[src/rtl/store_buffer.sv]
// Store buffer between the M-stage and data memory: formats stores into lane-aligned
// word writes, queues them in a FIFO and drains them one at a time with a req/ack handshake.
module store_buffer #(
  parameter int DEPTH = 4
) (
  input  logic        clk,
  input  logic        rst_n,
  input  logic        st_valid,
  input  logic [31:0] st_addr,
  input  logic [31:0] st_data,
  input  logic [1:0]  st_size,
  output logic        st_ready,
  output logic        st_misaligned,
  input  logic        ld_valid,
  input  logic [31:0] ld_addr,
  output logic        ld_conflict,
  output logic        mem_req,
  output logic [31:0] mem_addr,
  output logic [31:0] mem_wdata,
  output logic [3:0]  mem_wstrb,
  input  logic        mem_ack,
  output logic        empty
);

  localparam int PTR_W = $clog2(DEPTH);
  localparam int CNT_W = $clog2(DEPTH + 1);
  localparam logic [CNT_W-1:0] FULL_CNT = CNT_W'(DEPTH);
  localparam logic [CNT_W-1:0] ONE_CNT  = CNT_W'(1);

  typedef enum logic {IDLE, BUSY} state_t;

  state_t             state, state_nxt;
  logic [PTR_W-1:0]   head, tail, load_idx;
  logic [CNT_W-1:0]   count;
  logic [DEPTH-1:0]   ent_vld;
  logic [29:0]        ent_addr  [DEPTH];
  logic [31:0]        ent_wdata [DEPTH];
  logic [3:0]         ent_wstrb [DEPTH];
  logic [29:0]        mem_addr_q;
  logic               enq, pop, more, load, bypass;
  logic [31:0]        enq_wdata;
  logic [3:0]         enq_wstrb;
  logic [DEPTH-1:0]   hit;
  logic               ld_addr_unused;

  function automatic logic [31:0] fmt_wdata(input logic [31:0] data, input logic [1:0] size);
    case (size)
      2'b00:   fmt_wdata = {4{data[7:0]}};
      2'b01:   fmt_wdata = {2{data[15:0]}};
      default: fmt_wdata = data;
    endcase
  endfunction

  function automatic logic [3:0] fmt_wstrb(input logic [1:0] addr_lo, input logic [1:0] size);
    case (size)
      2'b00:   fmt_wstrb = 4'b0001 << addr_lo;
      2'b01:   fmt_wstrb = 4'b0011 << addr_lo;
      default: fmt_wstrb = 4'b1111;
    endcase
  endfunction

  assign st_ready      = (count < FULL_CNT);
  assign st_misaligned = st_valid &&
                         (((st_size == 2'b01) && st_addr[0]) ||
                          (st_size[1] && (st_addr[1:0] != 2'b00)));
  assign enq           = st_valid && st_ready && !st_misaligned;
  assign enq_wdata     = fmt_wdata(st_data, st_size);
  assign enq_wstrb     = fmt_wstrb(st_addr[1:0], st_size);
  assign empty         = (count == '0) && (state == IDLE);
  assign mem_addr      = {mem_addr_q, 2'b00};
  assign ld_addr_unused = ^ld_addr[1:0];

  // Entries still waiting for their ack (including the in-flight head) block matching loads
  always_comb begin
    for (int i = 0; i < DEPTH; i++) begin
      hit[i] = ent_vld[i] && (ent_addr[i] == ld_addr[31:2]);
    end
  end
  assign ld_conflict = ld_valid && (|hit);

  always_ff @(posedge clk or negedge rst_n) begin
    if (!rst_n) state <= IDLE;
    else        state <= state_nxt;
  end

  always_comb begin
    state_nxt = state;
    case (state)
      IDLE:    if (count != '0)     state_nxt = BUSY;
      BUSY:    if (mem_ack && !more) state_nxt = IDLE;
      default: state_nxt = IDLE;
    endcase
  end

  // With a single entry left, the only successor is the store arriving this cycle
  always_comb begin
    pop      = (state == BUSY) && mem_ack;
    more     = (count > ONE_CNT) || enq;
    load     = ((state == IDLE) && (count != '0)) || (pop && more);
    bypass   = pop && (count == ONE_CNT);
    load_idx = (state == IDLE) ? head : head + PTR_W'(1);
    mem_req  = (state == BUSY);
  end

  always_ff @(posedge clk or negedge rst_n) begin
    if (!rst_n) begin
      head    <= '0;
      tail    <= '0;
      count   <= '0;
      ent_vld <= '0;
    end else begin
      if (enq) begin
        tail          <= tail + PTR_W'(1);
        ent_vld[tail] <= 1'b1;
      end
      if (pop) begin
        head          <= head + PTR_W'(1);
        ent_vld[head] <= 1'b0;
      end
      case ({enq, pop})
        2'b10:   count <= count + ONE_CNT;
        2'b01:   count <= count - ONE_CNT;
        default: count <= count;
      endcase
    end
  end

  always_ff @(posedge clk) begin
    if (enq) begin
      ent_addr[tail]  <= st_addr[31:2];
      ent_wdata[tail] <= enq_wdata;
      ent_wstrb[tail] <= enq_wstrb;
    end
  end

  // Write-port registers: held stable while BUSY until the ack
  always_ff @(posedge clk or negedge rst_n) begin
    if (!rst_n) begin
      mem_addr_q <= '0;
      mem_wdata  <= '0;
      mem_wstrb  <= '0;
    end else if (load) begin
      if (bypass) begin
        mem_addr_q <= st_addr[31:2];
        mem_wdata  <= enq_wdata;
        mem_wstrb  <= enq_wstrb;
      end else begin
        mem_addr_q <= ent_addr[load_idx];
        mem_wdata  <= ent_wdata[load_idx];
        mem_wstrb  <= ent_wstrb[load_idx];
      end
    end
  end

endmodule

[config.mk]
export PLATFORM = sky130hd
export DESIGN_NAME = store_buffer
export DESIGN_NICKNAME = d
export VERILOG_FILES = /design/src/rtl/store_buffer.sv
export SDC_FILE = /design/constraint.sdc
export NUM_CORES = 1
export LEC_CHECK = 0
export CORE_UTILIZATION = 46
export CTS_BUF_LIST = sky130_fd_sc_hd__clkbuf_4
export DETAILED_ROUTE_END_ITERATION = 10
export GPL_ROUTABILITY_DRIVEN = 0
export GPL_TIMING_DRIVEN = 0
export PLACE_DENSITY = 0.8
export SLEW_MARGIN = 20
export SYNTH_ARGS = -nofsm -noshare
export SYNTH_HDL_FRONTEND = slang
export SYNTH_SLANG_ARGS = --single-unit
[constraint.sdc]
create_clock -name clk -period 6.9 [get_ports clk]
set_input_delay 2.07 -clock clk [delete_from_list [all_inputs] [get_ports clk]]
set_output_delay 2.07 -clock clk [all_outputs]
set_load 0.01 [all_outputs]
# Word-level counts from Yosys, hierarchy flattened

Memory sizes are Yosys's and may differ from the RTL's.
Index checks and enable logic that the tools add are counted.

Input bits: 103
Logic and storage cells: 82
Register bits after elaboration: 78
Bits in writable memories: 264
Memories kept: 3

Memory list:

| name      | depth | bits a word | read ports | clocked after Yosys merged registers in | write ports | line | text |
|---|---|---|---|---|---|---|---|
| ent_wdata | 4     | 32          | 1          | 0                                       | 1           | 37   | `logic [31:0] ent_wdata [DEPTH];` |
| ent_addr  | 4     | 30          | 5          | 0                                       | 1           | 36   | `logic [29:0] ent_addr [DEPTH];` |
| ent_wstrb | 4     | 4           | 1          | 0                                       | 1           | 38   | `logic [3:0] ent_wstrb [DEPTH];` |

Bitwise gates (word level): 4
Equal/unequal tests: 8
Order comparisons: 6
Mux-type cells: 18
Reduce and logical (&&, ||, !) cells: 29
$add $sub $neg: 4
Shifts and indexed selects: 2

Operators by type and width:

| cell                                                                   | count |
|---|---|
| 30-bit == test                                                         | 4 |
| 32-bit case mux with 2 select lines                                    | 1 |
| 32-bit two-way mux                                                     | 1 |
| 30-bit two-way mux                                                     | 1 |
| 1-bit logical AND                                                      | 18 |
| 4-bit two-way mux                                                      | 3 |
| 4-bit case mux with 2 select lines                                     | 1 |
| 2-bit by 3-bit < comparator with 1-bit output (second input constant)  | 2 |
| 1-bit two-way mux                                                      | 6 |
| 3-bit case mux with 2 select lines                                     | 1 |
| 2-bit by 1-bit adder with 2-bit output (second input constant)         | 2 |
| 4-bit bitwise AND                                                      | 1 |
| 1-bit demux with 2-bit select                                          | 2 |
| 2-bit by 1-bit == test with 1-bit output (second input constant)       | 2 |
| 2-bit by 1-bit >= comparator with 1-bit output (second input constant) | 2 |
| 4-bit inverter                                                         | 1 |
| 4-bit OR                                                               | 1 |
| 2-bit nonzero test                                                     | 2 |
| 4-bit OR reduction                                                     | 1 |
| 1-bit by 2-bit left shift with 4-bit output (first input constant)     | 1 |
| 2-bit by 2-bit left shift with 4-bit output (first input constant)     | 1 |
| 3-bit by 1-bit adder with 3-bit output (second input constant)         | 1 |
| 3-bit by 1-bit == test with 1-bit output (second input constant)       | 1 |
| 3-bit by 1-bit > comparator with 1-bit output (second input constant)  | 1 |
| 11 further kinds                                                       | 14 |

# Logic depth before layout (Yosys ltp)

Depth after elaboration: 11
Mapped depth: 9
Mapped depth without buffers: 8

# Worst setup path before layout

OpenSTA, ideal clock, no wires.

Kind: input port to output port
Start: in ld_addr[7]
End: out ld_conflict
Cell stages on the path: 6
Arrival time: 3176 ps
Path slack: 1654 ps
Cells stage by stage: clkbuf_1 xnor2_1 nand4_1 nor4_1 nand4_1 a41oi_1

Longest elaborated chain between the ends: 4

Ends and longest elaborated chain:

| item                 | line | text |
|---|---|---|
| from (decl)          | 15   | `input logic [31:0] ld_addr,` |
| 30-bit == test       | 76   | `hit[i] = ent_vld[i] && (ent_addr[i] == ld_addr[31:2]);` |
| 1-bit logical AND    | 76   |  |
| 4-bit OR reduction * | 79   | `assign ld_conflict = ld_valid && (\|hit);` |
| 1-bit logical AND *  | 79   |  |
| to (decl)            | 16   | `output logic ld_conflict,` |

Every way passes the cells marked *; elsewhere a longest branch is shown, timed or not.

# Worst setup path in the final report

Start: in ld_addr[28]
End: out ld_conflict

The elaborated chain is that of the path after synthesis.

==> run metrics <==
status finished, final reports clean; number of synthesized flops with an enable pin 264; post-synth top area cell edfxtp_1; overall power a little under 8 mW; share of post-route cells with drive strength above 1 22.1%; static leakage 6.72 nW; Final #Nets 1288; CTS root buf clkbuf_4; Final Critical Period 6560 ps; Post-Route WL 38100 µm; Synth Register Bits 342; post-DR wirelength/cell ~23 µm; Post-CTS Resized 0; CP endpoint kind output pin; Final Util 57.7%; f_max 152 MHz; final setup margin 338 ps; Mapped Cells 926; Setup Viol. Count Final 0; DR vias/cell 5.55; DR DRC count 0; post-synthesis sequential area ratio ~66%; Synth top cells by count edfxtp_1 (264), xnor2_1 (82), dfrtp_1 (78), mux2i_1 (68), mux4_2 (66); Hold Crit Class reg2reg; Worst EP required 4830 ps; Synth top area share roughly 53%; FP Rows 65; final period utilization 95.1%; Netlist cell types 33; first-pass GRT wire length ~56000 µm; initial antenna violation count 3; Main synth FF type edfxtp_1; CTS tree built; largest net degree at the start of global routing 46; Setup Buffers After CTS 0; pre-CTS setup slack about 360 ps; number of I/O port buffers 153; Final Skew about 47 ps; Worst-Skew Late Latency 720 ps; top-count cell post-synth edfxtp_1; Ports about 180; Setup CP Type in2out; area grow syn2layout 22.5%; Vias between 9000 and 10000; Data arrival, critical path 4490 ps; Max IR drop VDD 0.000262 V; Max Root-Sink Buffers 3; Hold Fails Final Rpt 0; GR Util All Layers 23.2%; number of global-route vias before repair between 9000 and 10000; initial DRC count 995; Power Density 421 nW/µm²; reg-to-reg critical path startpoint count[1]; Initial Utilization 47.1%; Num CTS Buffers 84; Synth warnings 0; Worst Max-Slew Pin Slew between 900 and 1000 ps; fill count 2500; ys async rst share 22.8%; CORE AREA 31900 µm²; Detail Route Antenna Nets 0; Worst slew margin 39.1%; Max Fanout on Critical Path 4; Post-CTS Hold Buffers 0; Avg Cell Area, Syn 16.2 µm²; Slew Viols, Final 0; Die ar. between 30000 and 40000 µm²; H-Tree Depth 3; CP Launch Type input port; DIE WIDTH 183 µm; Area contributors post-synth edfxtp_1 (53%), dfrtp_1 (13%), mux4_2 (9.9%), xnor2_1 (4.8%), mux2i_1 (4.5%); Critical Path Source ld_addr[28]; Die Span Y 183 µm; number of clock sinks 342; Max-Cap Viols 0; hold_sp mem_wdata[17]; RSZ-0062 raised after global routing false; Reg clk slew, reported paths 60 ps; Post-Synthesis Cell Area 15000 µm²; post-DP HPWL ~26000 µm; GR Overflow Total 0; DR pass1 iterations 6
[path summary, 6_finish.rpt]
check	depth (start not counted)	slack, ps	endpoint
max in group asynchronous	2	4840	tail[0]
setup reg to reg	9	3820	mem_addr_q[7]
min in group asynchronous	1	1360	mem_addr_q[19]
hold reg to reg	1	510	mem_wdata[17]
hold / removal	1	510	mem_wdata[17]
setup / recovery	7	340	ld_conflict
[state kept, by name (all words and copies together), names as in the netlist]
| name | count |
|---|---|
| ent_wstrb | 16 |
| mem_req | 1 |
| mem_wstrb | 4 |
| mem_wdata | 32 |
| mem_addr_q | 30 |
| ent_vld | 4 |
| count | 3 |
| head | 2 |
| ent_addr | 120 |
| tail | 2 |
| ent_wdata | 128 |
[layout by cell type (no fill, tap or decap), types with 14 or more instances in the layout]
cell / netlist / layout
nor4_1: 16 / 16
mux4_2: 66 / 66
dfrtp_1: 78 / 78
nand2_1: 14 / 14
mux2_2: 32 / 32
clkdlybuf4s50_1: 0 / 152
xor2_1: 44 / 44
nor2_1: 61 / 61
edfxtp_1: 264 / 264
clkbuf_1: 34 / 34
clkbuf_4: 0 / 140
mux2i_1: 68 / 68
xnor2_1: 82 / 82
nand4_1: 24 / 24
a21oi_1: 61 / 61
[routing by layer]
| layer | part of all wire [%] | GRT usage (%) |
|---|---|---|
| met2 | 48 | 37.4 |
| met4 | 2.0 | 7.60 |
| met3 | 9.0 | 5.40 |
| met1 | 41 | 31.3 |
| met5 | 0.034 | 0 |
[cell type report]
type	instances	area, µm²	area share [%]
Sequential cell	342	9880	53.7
Clock inverter	13	114	0.618
Antenna cell	2	5.00	0.0272
Tap cell	435	544	2.96
Buffer	58	259	1.41
Clock buffer	140	1050	5.71
Timing Repair Buffer	159	1650	8.95
Inverter	10	37.5	0.204
Multi-Input combinational cell	517	4870	26.5
[kinds of logic (layout without fill, tap and decap cells)]
| kind of cell | count (synthesis) | in the layout | share of synthesized area (%) |
|---|---|---|---|
| XOR/XNOR | 126 | 126 | 7.34 |
| AND/OR/NAND/NOR | 126 | 126 | 4.00 |
| flip-flops | 342 | 342 | 65.7 |
| buffers and inverters | 68 | 380 | 1.97 |
| adder cells (fa/ha/maj) | 13 | 13 | 1.08 |
| AO/OA/AOI/OAI | 84 | 84 | 3.02 |
| multiplexers | 166 | 166 | 16.8 |
| other | 1 | 4 | 0.0250 |
[report_power, final]
part | internal [mW] | total, mW | switching (mW)
combinational | 1.58 | 3.18 | 1.60
sequential | 2.59 | 2.78 | 0.189
clock | 0.989 | 1.80 | 0.809
[per-stage QoR]
stage | hold WS (ps) | setup TNS [ps] | std cells | area, µm²
floorplan | 496 | 0 | 927 | 15000
global placement | 496 | -94480 | 1515 | 17100
detailed placement | 495 | 0 | 1521 | 17200
CTS | 516 | 0 | 1674 | 18400
global route | 530 | 0 | 1675 | 18400
finish | 512 | 0 | 1676 | 18400
[worst max-delay path, cell delays in order]
cell and delay [ps]:
clkdlybuf4s50_1 560, xnor2_1 280, nand4_1 110, nor4_1 410
nand4_1 150, a41oi_1 310, clkdlybuf4s50_1 590
No activity file was read; power rests on OpenSTA's default activity.
